<file path="src/rtl/slv_abort_responder_pkg.sv">
// Shared types for the subordinate abort responder: FSM states, the SLVERR
// code and a compact AXI channel/request/response struct set.
package slv_abort_pkg;

    localparam int unsigned ID_W   = 2;
    localparam int unsigned ADDR_W = 32;
    localparam int unsigned DATA_W = 32;

    typedef enum logic [1:0] {
        PASS     = 2'd0,
        DRAIN    = 2'd1,
        ISOLATED = 2'd2
    } state_e;

    localparam logic [1:0] RESP_SLVERR = 2'b10;

    typedef logic [7:0] len_t;

    typedef struct packed {
        logic [ID_W-1:0]   id;
        logic [ADDR_W-1:0] addr;
        len_t              len;
        logic [2:0]        size;
        logic [1:0]        burst;
    } ax_chan_t;

    typedef struct packed {
        logic [DATA_W-1:0]   data;
        logic [DATA_W/8-1:0] strb;
        logic                last;
    } w_chan_t;

    typedef struct packed {
        logic [ID_W-1:0] id;
        logic [1:0]      resp;
        logic            user;
    } b_chan_t;

    typedef struct packed {
        logic [ID_W-1:0]   id;
        logic [DATA_W-1:0] data;
        logic [1:0]        resp;
        logic              last;
        logic              user;
    } r_chan_t;

    typedef struct packed {
        ax_chan_t aw;
        logic     aw_valid;
        w_chan_t  w;
        logic     w_valid;
        logic     b_ready;
        ax_chan_t ar;
        logic     ar_valid;
        logic     r_ready;
    } axi_req_t;

    typedef struct packed {
        logic    aw_ready;
        logic    ar_ready;
        logic    w_ready;
        logic    b_valid;
        b_chan_t b;
        logic    r_valid;
        r_chan_t r;
    } axi_rsp_t;

endpackage

</file>
<file path="src/rtl/slv_abort_responder_fifo.sv">
// Minimal fifo_v3-compatible queue with synchronous active-low reset; used
// to remember the burst length of each outstanding read per ID.
module fifo_v3 #(
    parameter int unsigned DEPTH = 4,
    parameter type         dtype = logic [7:0]
) (
    input  logic clk_i,
    input  logic rst_ni,
    output logic full_o,
    output logic empty_o,
    input  dtype data_i,
    input  logic push_i,
    output dtype data_o,
    input  logic pop_i
);

    localparam int unsigned AddrW = (DEPTH > 1) ? $clog2(DEPTH) : 1;
    localparam int unsigned CntW  = $clog2(DEPTH + 1);

    dtype              mem_r [DEPTH];
    logic [AddrW-1:0]  rd_ptr_r;
    logic [AddrW-1:0]  wr_ptr_r;
    logic [CntW-1:0]   cnt_r;
    logic              push_ok_s;
    logic              pop_ok_s;

    function automatic logic [AddrW-1:0] next_ptr(input logic [AddrW-1:0] ptr);
        return (ptr == AddrW'(DEPTH - 1)) ? '0 : ptr + AddrW'(1);
    endfunction

    assign full_o    = (cnt_r == CntW'(DEPTH));
    assign empty_o   = (cnt_r == '0);
    assign data_o    = mem_r[rd_ptr_r];
    assign push_ok_s = push_i & ~full_o;
    assign pop_ok_s  = pop_i & ~empty_o;

    // Storage, pointers and occupancy.
    always_ff @(posedge clk_i) begin
        if (!rst_ni) begin
            for (int i = 0; i < int'(DEPTH); i++) begin
                mem_r[i] <= '0;
            end
            rd_ptr_r <= '0;
            wr_ptr_r <= '0;
            cnt_r    <= '0;
        end else begin
            if (push_ok_s) begin
                mem_r[wr_ptr_r] <= data_i;
                wr_ptr_r        <= next_ptr(wr_ptr_r);
            end
            if (pop_ok_s) begin
                rd_ptr_r <= next_ptr(rd_ptr_r);
            end
            case ({push_ok_s, pop_ok_s})
                2'b10:   cnt_r <= cnt_r + CntW'(1);
                2'b01:   cnt_r <= cnt_r - CntW'(1);
                default: cnt_r <= cnt_r;
            endcase
        end
    end

endmodule

</file>
<file path="src/rtl/slv_abort_responder.sv">
// Transparent AXI stage that tracks outstanding transactions per internal ID
// and, on abort, isolates the subordinate and completes them with SLVERR.
import slv_abort_pkg::*;

module slv_abort_responder #(
    parameter int unsigned IntIdWidth   = 2,
    parameter int unsigned MaxTxnsPerId = 4,
    parameter type         req_t        = axi_req_t,
    parameter type         rsp_t        = axi_rsp_t
) (
    input  logic clk_i,
    input  logic rst_ni,
    input  req_t mst_req_i,
    output rsp_t mst_rsp_o,
    output req_t slv_req_o,
    input  rsp_t slv_rsp_i,
    input  logic abort_i,
    input  logic clear_i,
    output logic busy_o,
    output logic drained_o
);

    localparam int unsigned NumIds = 2 ** IntIdWidth;
    localparam int unsigned CntW   = $clog2(MaxTxnsPerId + 1);
    localparam int unsigned DebtW  = $clog2(NumIds * MaxTxnsPerId * 256 + 1);

    typedef logic [IntIdWidth-1:0] id_t;
    typedef logic [CntW-1:0]       cnt_t;
    typedef logic [DebtW-1:0]      debt_t;

    state_e            state_r, state_s;
    cnt_t              wr_cnt_r  [NumIds];
    cnt_t              wr_cnt_s  [NumIds];
    len_t              rd_sent_r [NumIds];
    len_t              rd_sent_s [NumIds];
    debt_t             wdebt_r, wdebt_s, debt_sum_s;
    logic [NumIds-1:0] fifo_full_s, fifo_empty_s, fifo_push_s, fifo_pop_s;
    len_t              fifo_head_s [NumIds];
    logic              aw_full_s, ar_full_s, busy_s;
    logic              b_sel_vld_s, r_sel_vld_s;
    id_t               b_sel_id_s, r_sel_id_s;
    logic              aw_hs_s, w_hs_s, b_hs_s, ar_hs_s, r_hs_s;

    for (genvar g = 0; g < NumIds; g++) begin : g_rd_fifo
        fifo_v3 #(
            .DEPTH (MaxTxnsPerId),
            .dtype (len_t)
        ) i_len_fifo (
            .clk_i   (clk_i),
            .rst_ni  (rst_ni),
            .full_o  (fifo_full_s[g]),
            .empty_o (fifo_empty_s[g]),
            .data_i  (mst_req_i.ar.len),
            .push_i  (fifo_push_s[g]),
            .data_o  (fifo_head_s[g]),
            .pop_i   (fifo_pop_s[g])
        );
    end

    // Lowest-ID pickers for generated B and R; the choice cannot change until
    // its own completion since no new transactions enter outside PASS.
    always_comb begin
        b_sel_vld_s = 1'b0;
        b_sel_id_s  = '0;
        r_sel_vld_s = 1'b0;
        r_sel_id_s  = '0;
        busy_s      = (wdebt_r != '0);
        for (int i = NumIds - 1; i >= 0; i--) begin
            if (wr_cnt_r[i] != '0) begin
                b_sel_vld_s = 1'b1;
                b_sel_id_s  = id_t'(i);
                busy_s      = 1'b1;
            end else begin
                b_sel_vld_s = b_sel_vld_s;
            end
            if (!fifo_empty_s[i]) begin
                r_sel_vld_s = 1'b1;
                r_sel_id_s  = id_t'(i);
                busy_s      = 1'b1;
            end else begin
                r_sel_vld_s = r_sel_vld_s;
            end
        end
    end

    assign aw_full_s = (wr_cnt_r[mst_req_i.aw.id] == cnt_t'(MaxTxnsPerId));
    assign ar_full_s = fifo_full_s[mst_req_i.ar.id];

    // Datapath muxing for the three operating states.
    always_comb begin
        slv_req_o = '0;
        mst_rsp_o = '0;
        case (state_r)
            PASS: begin
                slv_req_o          = mst_req_i;
                mst_rsp_o          = slv_rsp_i;
                slv_req_o.aw_valid = mst_req_i.aw_valid & ~aw_full_s;
                mst_rsp_o.aw_ready = slv_rsp_i.aw_ready & ~aw_full_s;
                slv_req_o.ar_valid = mst_req_i.ar_valid & ~ar_full_s;
                mst_rsp_o.ar_ready = slv_rsp_i.ar_ready & ~ar_full_s;
            end
            DRAIN: begin
                slv_req_o.b_ready = 1'b1;
                slv_req_o.r_ready = 1'b1;
                mst_rsp_o.w_ready = (wdebt_r != '0);
                mst_rsp_o.b_valid = b_sel_vld_s;
                mst_rsp_o.b.id    = b_sel_id_s;
                mst_rsp_o.b.resp  = RESP_SLVERR;
                mst_rsp_o.r_valid = r_sel_vld_s;
                mst_rsp_o.r.id    = r_sel_id_s;
                mst_rsp_o.r.resp  = RESP_SLVERR;
                mst_rsp_o.r.last  = (rd_sent_r[r_sel_id_s] == fifo_head_s[r_sel_id_s]);
            end
            ISOLATED: begin
                slv_req_o.b_ready = 1'b1;
                slv_req_o.r_ready = 1'b1;
            end
            default: begin
                slv_req_o = '0;
                mst_rsp_o = '0;
            end
        endcase
    end

    assign aw_hs_s = mst_req_i.aw_valid & mst_rsp_o.aw_ready;
    assign w_hs_s  = mst_req_i.w_valid  & mst_rsp_o.w_ready;
    assign b_hs_s  = mst_rsp_o.b_valid  & mst_req_i.b_ready;
    assign ar_hs_s = mst_req_i.ar_valid & mst_rsp_o.ar_ready;
    assign r_hs_s  = mst_rsp_o.r_valid  & mst_req_i.r_ready;

    // Outstanding-transaction bookkeeping from manager-side handshakes.
    always_comb begin
        fifo_push_s = '0;
        fifo_pop_s  = '0;
        for (int i = 0; i < int'(NumIds); i++) begin
            wr_cnt_s[i]  = wr_cnt_r[i];
            rd_sent_s[i] = rd_sent_r[i];
            case ({aw_hs_s && (mst_req_i.aw.id == id_t'(i)),
                   b_hs_s && (mst_rsp_o.b.id == id_t'(i)) && (wr_cnt_r[i] != '0)})
                2'b10:   wr_cnt_s[i] = wr_cnt_r[i] + cnt_t'(1);
                2'b01:   wr_cnt_s[i] = wr_cnt_r[i] - cnt_t'(1);
                default: wr_cnt_s[i] = wr_cnt_r[i];
            endcase
            if (r_hs_s && (mst_rsp_o.r.id == id_t'(i))) begin
                rd_sent_s[i]  = mst_rsp_o.r.last ? '0 : rd_sent_r[i] + 8'd1;
                fifo_pop_s[i] = mst_rsp_o.r.last & ~fifo_empty_s[i];
            end else begin
                rd_sent_s[i] = rd_sent_r[i];
            end
            fifo_push_s[i] = ar_hs_s && (mst_req_i.ar.id == id_t'(i));
        end
        debt_sum_s = wdebt_r + (aw_hs_s ? debt_t'(mst_req_i.aw.len) + debt_t'(1) : '0);
        // W ahead of its AW may pass through; the debt floors at zero.
        if (w_hs_s && (debt_sum_s != '0)) begin
            wdebt_s = debt_sum_s - debt_t'(1);
        end else begin
            wdebt_s = debt_sum_s;
        end
    end

    // Next-state logic.
    always_comb begin
        state_s = state_r;
        case (state_r)
            PASS:     state_s = abort_i ? DRAIN : PASS;
            DRAIN:    state_s = busy_s ? DRAIN : ISOLATED;
            ISOLATED: state_s = clear_i ? PASS : ISOLATED;
            default:  state_s = PASS;
        endcase
    end

    // State and counter registers.
    always_ff @(posedge clk_i) begin
        if (!rst_ni) begin
            state_r <= PASS;
            wdebt_r <= '0;
            for (int i = 0; i < int'(NumIds); i++) begin
                wr_cnt_r[i]  <= '0;
                rd_sent_r[i] <= '0;
            end
        end else begin
            state_r <= state_s;
            wdebt_r <= wdebt_s;
            for (int i = 0; i < int'(NumIds); i++) begin
                wr_cnt_r[i]  <= wr_cnt_s[i];
                rd_sent_r[i] <= rd_sent_s[i];
            end
        end
    end

    assign busy_o    = busy_s;
    assign drained_o = (state_r == ISOLATED);

endmodule

</file>
<file path="config.mk">
export PLATFORM = sky130hd
export DESIGN_NAME = slv_abort_responder
export DESIGN_NICKNAME = d
export VERILOG_FILES = /design/src/rtl/slv_abort_responder_pkg.sv /design/src/rtl/slv_abort_responder_fifo.sv /design/src/rtl/slv_abort_responder.sv
export SDC_FILE = /design/constraint.sdc
export NUM_CORES = 1
export LEC_CHECK = 0
export ABC_AREA = 1
export CAP_MARGIN = 30
export CORE_MARGIN = 2
export CORE_UTILIZATION = 45
export CTS_CLUSTER_SIZE = 30
export DETAILED_ROUTE_END_ITERATION = 10
export GPL_TIMING_DRIVEN = 0
export PLACE_DENSITY = 0.8
export SLEW_MARGIN = 0
export SYNTH_ARGS = -nofsm -noshare
export SYNTH_HDL_FRONTEND = slang
export SYNTH_HIERARCHICAL = 1
export SYNTH_SLANG_ARGS = --single-unit
</file>
<file path="constraint.sdc">
create_clock -name clk_i -period 3.4 [get_ports clk_i]
set_clock_uncertainty 0.1 [all_clocks]
set_input_delay 0.68 -clock clk_i [delete_from_list [all_inputs] [get_ports clk_i]]
set_output_delay 0.68 -clock clk_i [all_outputs]
set_load 0.02 [all_outputs]
</file>
==> results.py <==
metrics = {
    "logic_synthesis": {
        "yosysWarnings": 6,
        "netlist.area_leader.share": 0.2726,
        "synthDistinctLibCells": 46,
        "synth-seq-cells": 223,
        "avgSynthCellArea_um2": 7.302,
        "synth_ff_type": "edfxtp_1",
        "synth_commonest_cells": "477 x nand2_1, 371 x inv_1, 231 x nor2_1",
        "synthCells": 1931,
        "synth-async-reset-ratio": 0,
        "netlist_area_um2": 14100,
        "syn_nets": 2164,
        "synth.largest_area_cell": "edfxtp_1",
        "yosysSeqAreaShare": 0.4075,
        "synth_edf_count": 128,
        "synth_most_common_cell": "nand2_1",
        "yosys-top-cells-area": "edfxtp_1 27%, dfxtp_1 13%, nand2_1 13%",
    },
    "sta": {
        "fin_crit_sh": 1.042,
        "finalSetupViolCount": 6,
        "hold_viol": 0,
        "layout_min_cycle_time_ns": 3.542,
        "max-slew-margin-rel": 0.3942,
        "setup_slack_ns": -0.1421,
        "holdWs_ns": 0.3873,
        "worst_pin_slew_ns": 0.9087,
        "finalMaxSlewViolations": 0,
        "rsz0062_at_grt": "yes",
        "clock.fmax_ghz": 0.2823,
    },
    "clocking": {
        "clock_latency_ns": 0.54,
        "cts_sinks": 223,
        "cts_htree_levels": 1,
        "clk_transition_reported_paths_ns": 0.06,
        "cts_tree": "yes",
        "root_buffer": "clkbuf_16",
        "cts_buffers": 25,
        "clockBufferDepth": 3,
    },
    "cells_and_area": {
        "fill_cells": 2449,
        "drive_above_1_share": 0.2112,
        "fin_nets": 2633,
        "areaGrowthSynthToFinish_pct": 48.98,
        "fin_util": 0.6831,
    },
    "critical_path": {
        "path_common_cell": "nand2_1",
        "worst_ep_required_time_ns": 3.73,
        "crit_arrival_ns": 3.87,
        "critPathMaxFanout": 5,
        "critPathSlowestCell": "fa_2",
        "slowest_delay_ns": 0.35,
        "startpoint": "g_rd_fifo[2].i_len_fifo/cnt_r[0]",
        "critical_path.startpoint_type": "register",
        "cp-end-kind": "register",
        "r2r_slack_ns": -0.14,
        "critical_path_class": "register to register",
        "regToRegStartpoint": "g_rd_fifo[2].i_len_fifo/cnt_r[0]",
    },
    "routing": {
        "num_vias": 15540,
        "viasPerCell": 5.520,
        "first_pass_iters": 6,
        "drt-total-wl_mm": 65.63,
        "drt_iter0_drc": 1855,
        "wire_per_inst_um": 23.31,
        "ant_nets": 0,
        "drc": 0,
    },
    "power": {
        "leakage_nw": 10.17,
        "powerDensity_nw_per_um2": 609.1,
        "ir_worst_vdd_mv": 0.4802,
    },
    "run_status": {
        "outcome": "finished with violations",
        "violations": "negative setup slack",
    },
    "hold_path": {
        "hold_path.class": "register to register",
        "hp-start": "wr_cnt_r[1][2]",
    },
    "placed_design": {
        "gp_congestion": 1.112,
        "io_buffers": 373,
        "hpwl_mm": 51.50,
    },
    "floorplan": {
        "rows": 64,
        "die_x_um": 181.0,
        "coreArea_um2": 30750,
        "fp.dieH_um": 181.0,
        "initial_core_util": 0.4585,
        "floorplan.die_area_um2": 32760,
        "ios": 374,
    },
    "grt": {
        "overflow": 0,
        "grt_usage": 0.3807,
        "antenna_found_initial": 5,
        "grt_pass1_wl_mm": 91.49,
        "grt_start_max_net_pins": 29,
        "grt_pass1_vias": 14830,
    },
    "job": {
        "maxCapViolations": 0,
    },
}
-- cell usage in the layout (no fill, tap or decap), types with 5 or more instances in the layout --
cell             synthesis  layout
a21oi_1                 44      35
xnor2_1                 12      10
ha_4                     0       9
clkdlybuf4s50_1          0     308
nand3_2                  1      16
buf_6                    8      23
o21ai_2                  0      13
fa_2                     0       5
clkbuf_16                0      26
a21oi_2                  1       8
dlygate4sd2_1            0      32
nor4_1                   6       5
buf_2                   19      20
nand3_1                 84      65
dfxtp_1                 95      72
inv_4                    0       9
clkbuf_1                25       8
o22ai_1                 32      28
nor2_4                   1      26
nor3_2                  40      45
ha_1                    36      25
clkbuf_4                 0       9
nor2_1                 231     190
nand2_2                 10      60
inv_2                    7      38
nor3_1                  71      62
nor3_4                   2       6
inv_1                  371     330
dfxtp_2                  0      19
edfxtp_1               128     128
nor2_2                   6      22
clkbuf_2                 0       8
nand2_4                  5      25
nand2_1                477     406
xor2_1                  32      32
o21ai_0                120     106
buf_4                    3      62
nand4_1                 18      18
dlymetal6s2s_1           0      25
-- metal layers --
metal  vias up  track usage  routed length, µm  share of wire
met5         -            0                  7        0.00011
met2      1005       0.6191              29890           0.46
met4         2       0.3047               6613           0.10
li1       7071            -                  -              -
met3       215      0.08244               7020           0.11
met1      7251       0.4348              22090           0.34
-- power by group --
| part | internal [mW] | total [mW] | switching (mW) |
|---|---|---|---|
| registers | 3.01 | 3.14 | 0.124 |
| clock network | 1.76 | 2.92 | 1.16 |
| logic | 2.55 | 6.74 | 4.19 |
| total | 7.32 | 12.8 | 5.48 |
-- critical path: cells and delay by family (launching register included) --
family | cells | cell delay [ns]
buffers and inverters | 7 | 0.69
adder cells (fa/ha/maj) | 2 | 0.50
AO/OA/AOI/OAI | 1 | 0.11
AND/OR/NAND/NOR | 20 | 1.69
flip-flops | 1 | 0.33
-- cell type report --
cell class	count	area (µm²)	share of cell area
inverter	378	1446	0.06885
clock buffer	30	685.7	0.03264
multi-input combinational	1274	7680	0.3656
timing repair buffer	442	4285	0.2040
clock inverter	16	211.5	0.01007
tap	396	495.5	0.02359
buffer	56	415.4	0.01977
sequential	223	5784	0.2754
antenna	1	2.502	0.0001191
-- path summary, 6_finish.rpt --
check,cells past startpoint,end
max,30,g_rd_fifo[0].i_len_fifo/cnt_r[2]
min reg2reg,2,wr_cnt_r[1][2]
max reg2reg,30,g_rd_fifo[0].i_len_fifo/cnt_r[2]
min,2,wr_cnt_r[1][2]
-- cells by family (layout without fill, tap and decap cells) --
kind of cell | count (synthesis) | count (layout) | share of synthesized area
buf+inv | 434 | 922 | 0.1223
compound gates | 213 | 213 | 0.08377
fa+ha+maj | 45 | 45 | 0.04472
xor+xnor | 44 | 44 | 0.02733
mux | 5 | 5 | 0.003550
flops | 223 | 223 | 0.4075
other cells | 0 | 1 | 0
simple gates | 967 | 967 | 0.3109
-- per-stage QoR --
stage / power [mW] / area (µm²) / setup slack [ns] / setup TNS (ns) / std cells
floorplan: 6.128 / 14130 / 0.003303 / 0 / 1931
global placement: 8.692 / 18360 / -1.871 / -346.62 / 2700
detailed placement: 8.760 / 18400 / -1.746 / -304.89 / 2707
CTS: 11.90 / 19810 / -0.09771 / -0.3071 / 2775
global route: 13.23 / 21000 / -0.3204 / -2.801 / 2815
finish: 12.80 / 21010 / -0.1421 / -0.3083 / 2816
-- sequential cells by signal (all words and copies together) (netlist names), named ones only --
name                           flops
g_rd_fifo.i_len_fifo/rd_ptr_r      8
g_rd_fifo.i_len_fifo/wr_ptr_r      8
g_rd_fifo.i_len_fifo/mem_r       128
state_r                            2
rd_sent_r                         32
wr_cnt_r                          12
g_rd_fifo.i_len_fifo/cnt_r        12
wdebt_r                           13
-- repair_timing --
| item | in CTS | in global routing |
|---|---|---|
| gates resized for setup | 212 | 284 |
| buffers inserted | 19 | 41 |
| pin swaps | 28 | 81 |
| setup endpoints to repair | 433 | 187 |
| hold buffers | 0 | 0 |
| endpoints found under the hold margin | 0 | 0 |
| cloned | 3 | 0 |
Note: power is estimated with default switching activity, not from simulation.
==> RTL change 1, RTL diff (same flow settings) <==
Re-encode `state_e` (3 states) as one-hot, 3 bits wide.
--- a/src/rtl/slv_abort_responder_pkg.sv
+++ b/src/rtl/slv_abort_responder_pkg.sv
@@ -6,10 +6,10 @@
     localparam int unsigned ADDR_W = 32;
     localparam int unsigned DATA_W = 32;
 
-    typedef enum logic [1:0] {
-        PASS     = 2'd0,
-        DRAIN    = 2'd1,
-        ISOLATED = 2'd2
+    typedef enum logic [2:0] {
+        PASS     = 3'b001,
+        DRAIN    = 3'b010,
+        ISOLATED = 3'b100
     } state_e;
 
     localparam logic [1:0] RESP_SLVERR = 2'b10;
Behaviour: same outputs for any inputs over 4 cycles, from zero or initial values and one cycle with rst_ni low; so few cycles prove little.
==> RTL change 1 against the unedited design <==
The flow still finishes with violations (setup timing). Worst hold slack lost 0.0053 ns. Final cell count is 1.7% higher. Synthesized cell count up 0.52%. Final area is 2.3% higher. Total power down 26%. Sequential cell count increased by 1. Non-clock buffer count rose by 38. Fmax increased by 1.2%. Synthesized area grew 0.78%. Worst setup slack improved by 0.041 ns. Routed wire length down 15%. Utilization up 0.32 points. Clock power down 11%. Critical endpoint is now wdebt_r[4]$_SDFF_PN0_.
==> RTL change 1: results (changes against the unedited design) <==
[worst_setup_path]
crit_fanout = 6  ; +1
reg2regPathDepth = 23  ; -23%
endpoint = wdebt_r[4]$_SDFF_PN0_
crit_path_top_delay_cell = dfxtp_2

[layout]
buf_share_pct = 23.6  ; +1.2 points
n_all_buffers = 536  ; +7.6%
drive_above_1_share_pct = 22.2  ; +1.0 points
area_growth_pct = 51.2
multiInputCombCellCount = 1299  ; +2.0%
inv_count = 351  ; -7.1%
post_layout_nonfiller_instances = 2864  ; +1.7%
seq_area_share_pct = 27.0  ; -0.53 points
fill_cells = 2384  ; -2.7%
clk_share_pct = 3.61  ; -0.66 points
mostFrequentLayoutCell = nor2_1
multi_input_area_um2 = 7960  ; +3.6%
clockBufferCount = 34  ; +13%
diodes = 8  ; +7

[clock_tree]
cts_buffers = 24  ; -4.0%
clock_latency_ns = 0.52  ; -0.02 ns
post_cts_resized = 268  ; +26%

[run_status]
violations = setup timing
status = finished with violations

[timing]
setup_ws_ns = -0.101  ; +0.0414 ns
setup_viol = 17  ; +11
worstMarginPinSlew_ns = 0.770  ; -0.139 ns
tns_ns = -1.14  ; -0.835 ns
hold_ws_ns = 0.382  ; -0.00527 ns

[pwr]
power_w = 0.00943  ; -26%
ir_worst_vdd_uv = 293  ; -39%
p_sw_w = 0.00336  ; -39%
leakagePower_nw = 10.2  ; +0.67%
p_comb_share_pct = 40.0  ; -13 points
powerSeq_w = 0.00306  ; -3%

[grt]
use_met3_pct = 7.68  ; -0.56 points
grt_pass1_vias = 14800  ; -0.0067%
grt_util_met1_pct = 33.3  ; -10 points
antenna_found_initial = 9  ; +4
grt_pass1_wl_um = 80600  ; -12%

[detailed_routing]
first_iter_violations = 1488  ; -20%
route.met3.wl_um = 5150  ; -27%
dr.pass1.iters = 8  ; +2
wl_per_cell_um = 19.5  ; -16%

[placed_design]
dpl.hpwl_um = 41000  ; -20%
post-place-ws_ns = -1.23  ; +0.516 ns
place_inst = 2726  ; +0.70%
gp_congestion = 0.957  ; -14%

[worst_hold_path]
holdPathStages = 1  ; -1
hold_end = wr_cnt_r[1][0]$_SDFFE_PN0P_
min-delay-start = wr_cnt_r[1][0]$_SDFFE_PN0P_

[floorplanning]
coreArea_um2 = 31300  ; +1.8%

[synth]
seq_area_frac_synth_pct = 40.6  ; -0.17 points
syn_nets = 2170  ; +0.28%
netlist_instances = 1941  ; +0.52%
synth_commonest_cells = 392 x nor2_1, 344 x inv_1, 316 x nand2_1

RTL change 1: cell count changes after synthesis, moves of 3 or more:
| cell | before | now |
|---|---|---|
| clkbuf_1 | 25 | 28 |
| nor2_1 | 231 | 392 |
| nor3_1 | 71 | 75 |
| nand2_2 | 10 | 6 |
| a21oi_1 | 44 | 41 |
| ha_1 | 36 | 32 |
| o21ai_0 | 120 | 123 |
| nand3b_1 | 2 | 7 |
| inv_1 | 371 | 344 |
| buf_2 | 19 | 23 |
| nand2_1 | 477 | 316 |
| nand3_1 | 84 | 109 |
| xor2_1 | 32 | 25 |
RTL change 1: logic make-up after synthesis:
| group | after synthesis | synth area share (%) |
|---|---|---|
| compound gates | 212 | 8.19 |
| fa+ha+maj | 41 | 4.09 |
| flops | 224 | 40.6 |
| mux | 5 | 0.352 |
| buf+inv | 418 | 11.9 |
| xor+xnor | 35 | 2.16 |
| simple gates | 1006 | 32.8 |
==> RTL change 2, RTL diff (config.mk and constraints unchanged) <==
Without the edit above. Set the parameter `MaxTxnsPerId` to 8 (it was 4).
--- a/src/rtl/slv_abort_responder.sv
+++ b/src/rtl/slv_abort_responder.sv
@@ -4,7 +4,7 @@
 
 module slv_abort_responder #(
     parameter int unsigned IntIdWidth   = 2,
-    parameter int unsigned MaxTxnsPerId = 4,
+    parameter int unsigned MaxTxnsPerId = 8,
     parameter type         req_t        = axi_req_t,
     parameter type         rsp_t        = axi_rsp_t
 ) (
Function: not settled (the Yosys comparison gave no result); the edit may change what the design does.
==> RTL change 2 against the unedited design <==
The flow still finishes with violations (setup timing). Fmax decreased by 1.5%. Synthesized area increased by 57%. Final cell count increased by 42%. Sequential cell count increased by 149. Total power increased by 18%. Clock power increased by 48%. Worst setup slack got worse by 0.056 ns. Final area increased by 46%. Routed wire length increased by 16%. Via count increased by 36%.
==> RTL change 2: results (changes against the unedited design) <==
[worst_setup_path]
r2r_end = g_rd_fifo[0].i_len_fifo/cnt_r[3]$_SDFFE_PN0P_
crit_path_top_delay_cell = dfxtp_4
reg2regPathDepth = 32  ; +6.7%
critical_path_arrival_ns = 3.94  ; +0.07 ns

[layout]
diodes = 0  ; -1
nNetsFinal = 3555  ; +35%
fill_cells = 3839  ; +57%
top_regs = g_rd_fifo.i_len_fifo/mem_r: 256 flops, rd_sent_r: 32 flops

[grt]
use_met2_pct = 44.8  ; -17 points
grt_util_met1_pct = 37.5  ; -6.0 points
grt_pass1_wl_um = 109000  ; +19%
antenna_found_initial = 4  ; -1
track_usage_pct = 27.9  ; -10 points
grt_pass1_vias = 19500  ; +32%
use_met3_pct = 6.51  ; -1.7 points

[synth]
synth_compound_gate_area_share_pct = 7.82  ; -0.56 points
synthMuxAreaShare_pct = 0.226  ; -0.13 points
seq_area_frac_synth_pct = 45.1  ; +4.4 points
synthXorXnorAreaFrac_pct = 2.25  ; -0.48 points
synth-adder-area-share_pct = 4.20  ; -0.27 points
synth-edff-count = 256  ; +100%
synth_cell_type_count = 47  ; +2.2%
synth_area_leaders = edfxtp_1 35%, dfxtp_1 10%, nand2_1 9.9%
syn_nets = 3042  ; +41%

[clock_tree]
htree_levels = 2  ; +1
post_cts_resized = 410  ; +93%
cts_buffers = 40  ; +60%

[run_status]
violations = setup timing
status = finished with violations

[detailed_routing]
first_iter_violations = 2013  ; +8.5%
vias_per_cell = 5.28  ; -4.4%
drt_wl_total_um = 76100  ; +16%
wl_met2_um = 35300  ; +18%
wl_met1_um = 31200  ; +41%

[pwr]
powerSeq_w = 0.00519  ; +65%
ir_worst_vdd_uv = 274  ; -43%
p_comb_share_pct = 37.2  ; -15 points
internal_power_w = 0.00974  ; +33%
p_seq_share_pct = 34.3  ; +9.8 points

[worst_hold_path]
min-delay-start = wr_cnt_r[0][0]$_SDFFE_PN0P_
hold_end = wr_cnt_r[0][0]$_SDFFE_PN0P_
holdPathStages = 1  ; -1

[placed_design]
post-place-ws_ns = -1.23  ; +0.513 ns
dpl.hpwl_um = 53600  ; +4.1%

[timing]
hold_ws_ns = 0.391  ; +0.00390 ns
setup_viol = 25  ; +19
setup_ws_ns = -0.198  ; -0.0556 ns
tns_ns = -3.34  ; -3.03 ns

==> RTL change 2: stage by stage <==
step	util (%)	instances	area, um^2
3_3_place_gp	55.0	3822	26800
2_1_floorplan	-	2785	22200
5_1_grt	62.8	3993	30600
6_report	62.8	3993	30600
3_5_place_dp	55.1	3828	26900
4_1_cts	60.7	3969	29600
==> RTL change 2: critical path, delay by kind of cell (launching register included) <==
kind | cells | cell delay [ns]
flip-flops | 1 | 0.45
buffers and inverters | 8 | 0.79
AND/OR/NAND/NOR | 20 | 1.75
adder cells (fa/ha/maj) | 1 | 0.18
AO/OA/AOI/OAI | 3 | 0.24
==> RTL change 2: layout make-up <==
cell class | instances | area, um^2 | share of cell area, %
Inverter | 412 | 1600 | 5.24
Clock buffer | 54 | 1070 | 3.51
Buffer | 88 | 798 | 2.61
Tap cell | 664 | 831 | 2.72
Multi-Input combinational cell | 1912 | 11500 | 37.5
Timing Repair Buffer | 472 | 4570 | 14.9
Clock inverter | 19 | 208 | 0.679
Sequential cell | 372 | 10100 | 32.9
==> RTL change 2: how the worst max path moves through the flow <==
stage	startpoint	to	slack [ns]	cells after the start
2_1_floorplan	mst_req_i[134]	wdebt_r[7]$_SDFF_PN0_	-0.02	22
3_3_place_gp	mst_req_i[134]	wdebt_r[3]$_SDFF_PN0_	-1.13	25
3_5_place_dp	mst_req_i[134]	wdebt_r[3]$_SDFF_PN0_	-1.23	28
4_1_cts	flip-flop	mst_rsp_o[1]	-0.1	20
5_1_grt	flip-flop	g_rd_fifo[0].i_len_fifo/cnt_r[3]$_SDFFE_PN0P_	-0.36	32
6_report	flip-flop	g_rd_fifo[0].i_len_fifo/cnt_r[3]$_SDFFE_PN0P_	-0.20	32
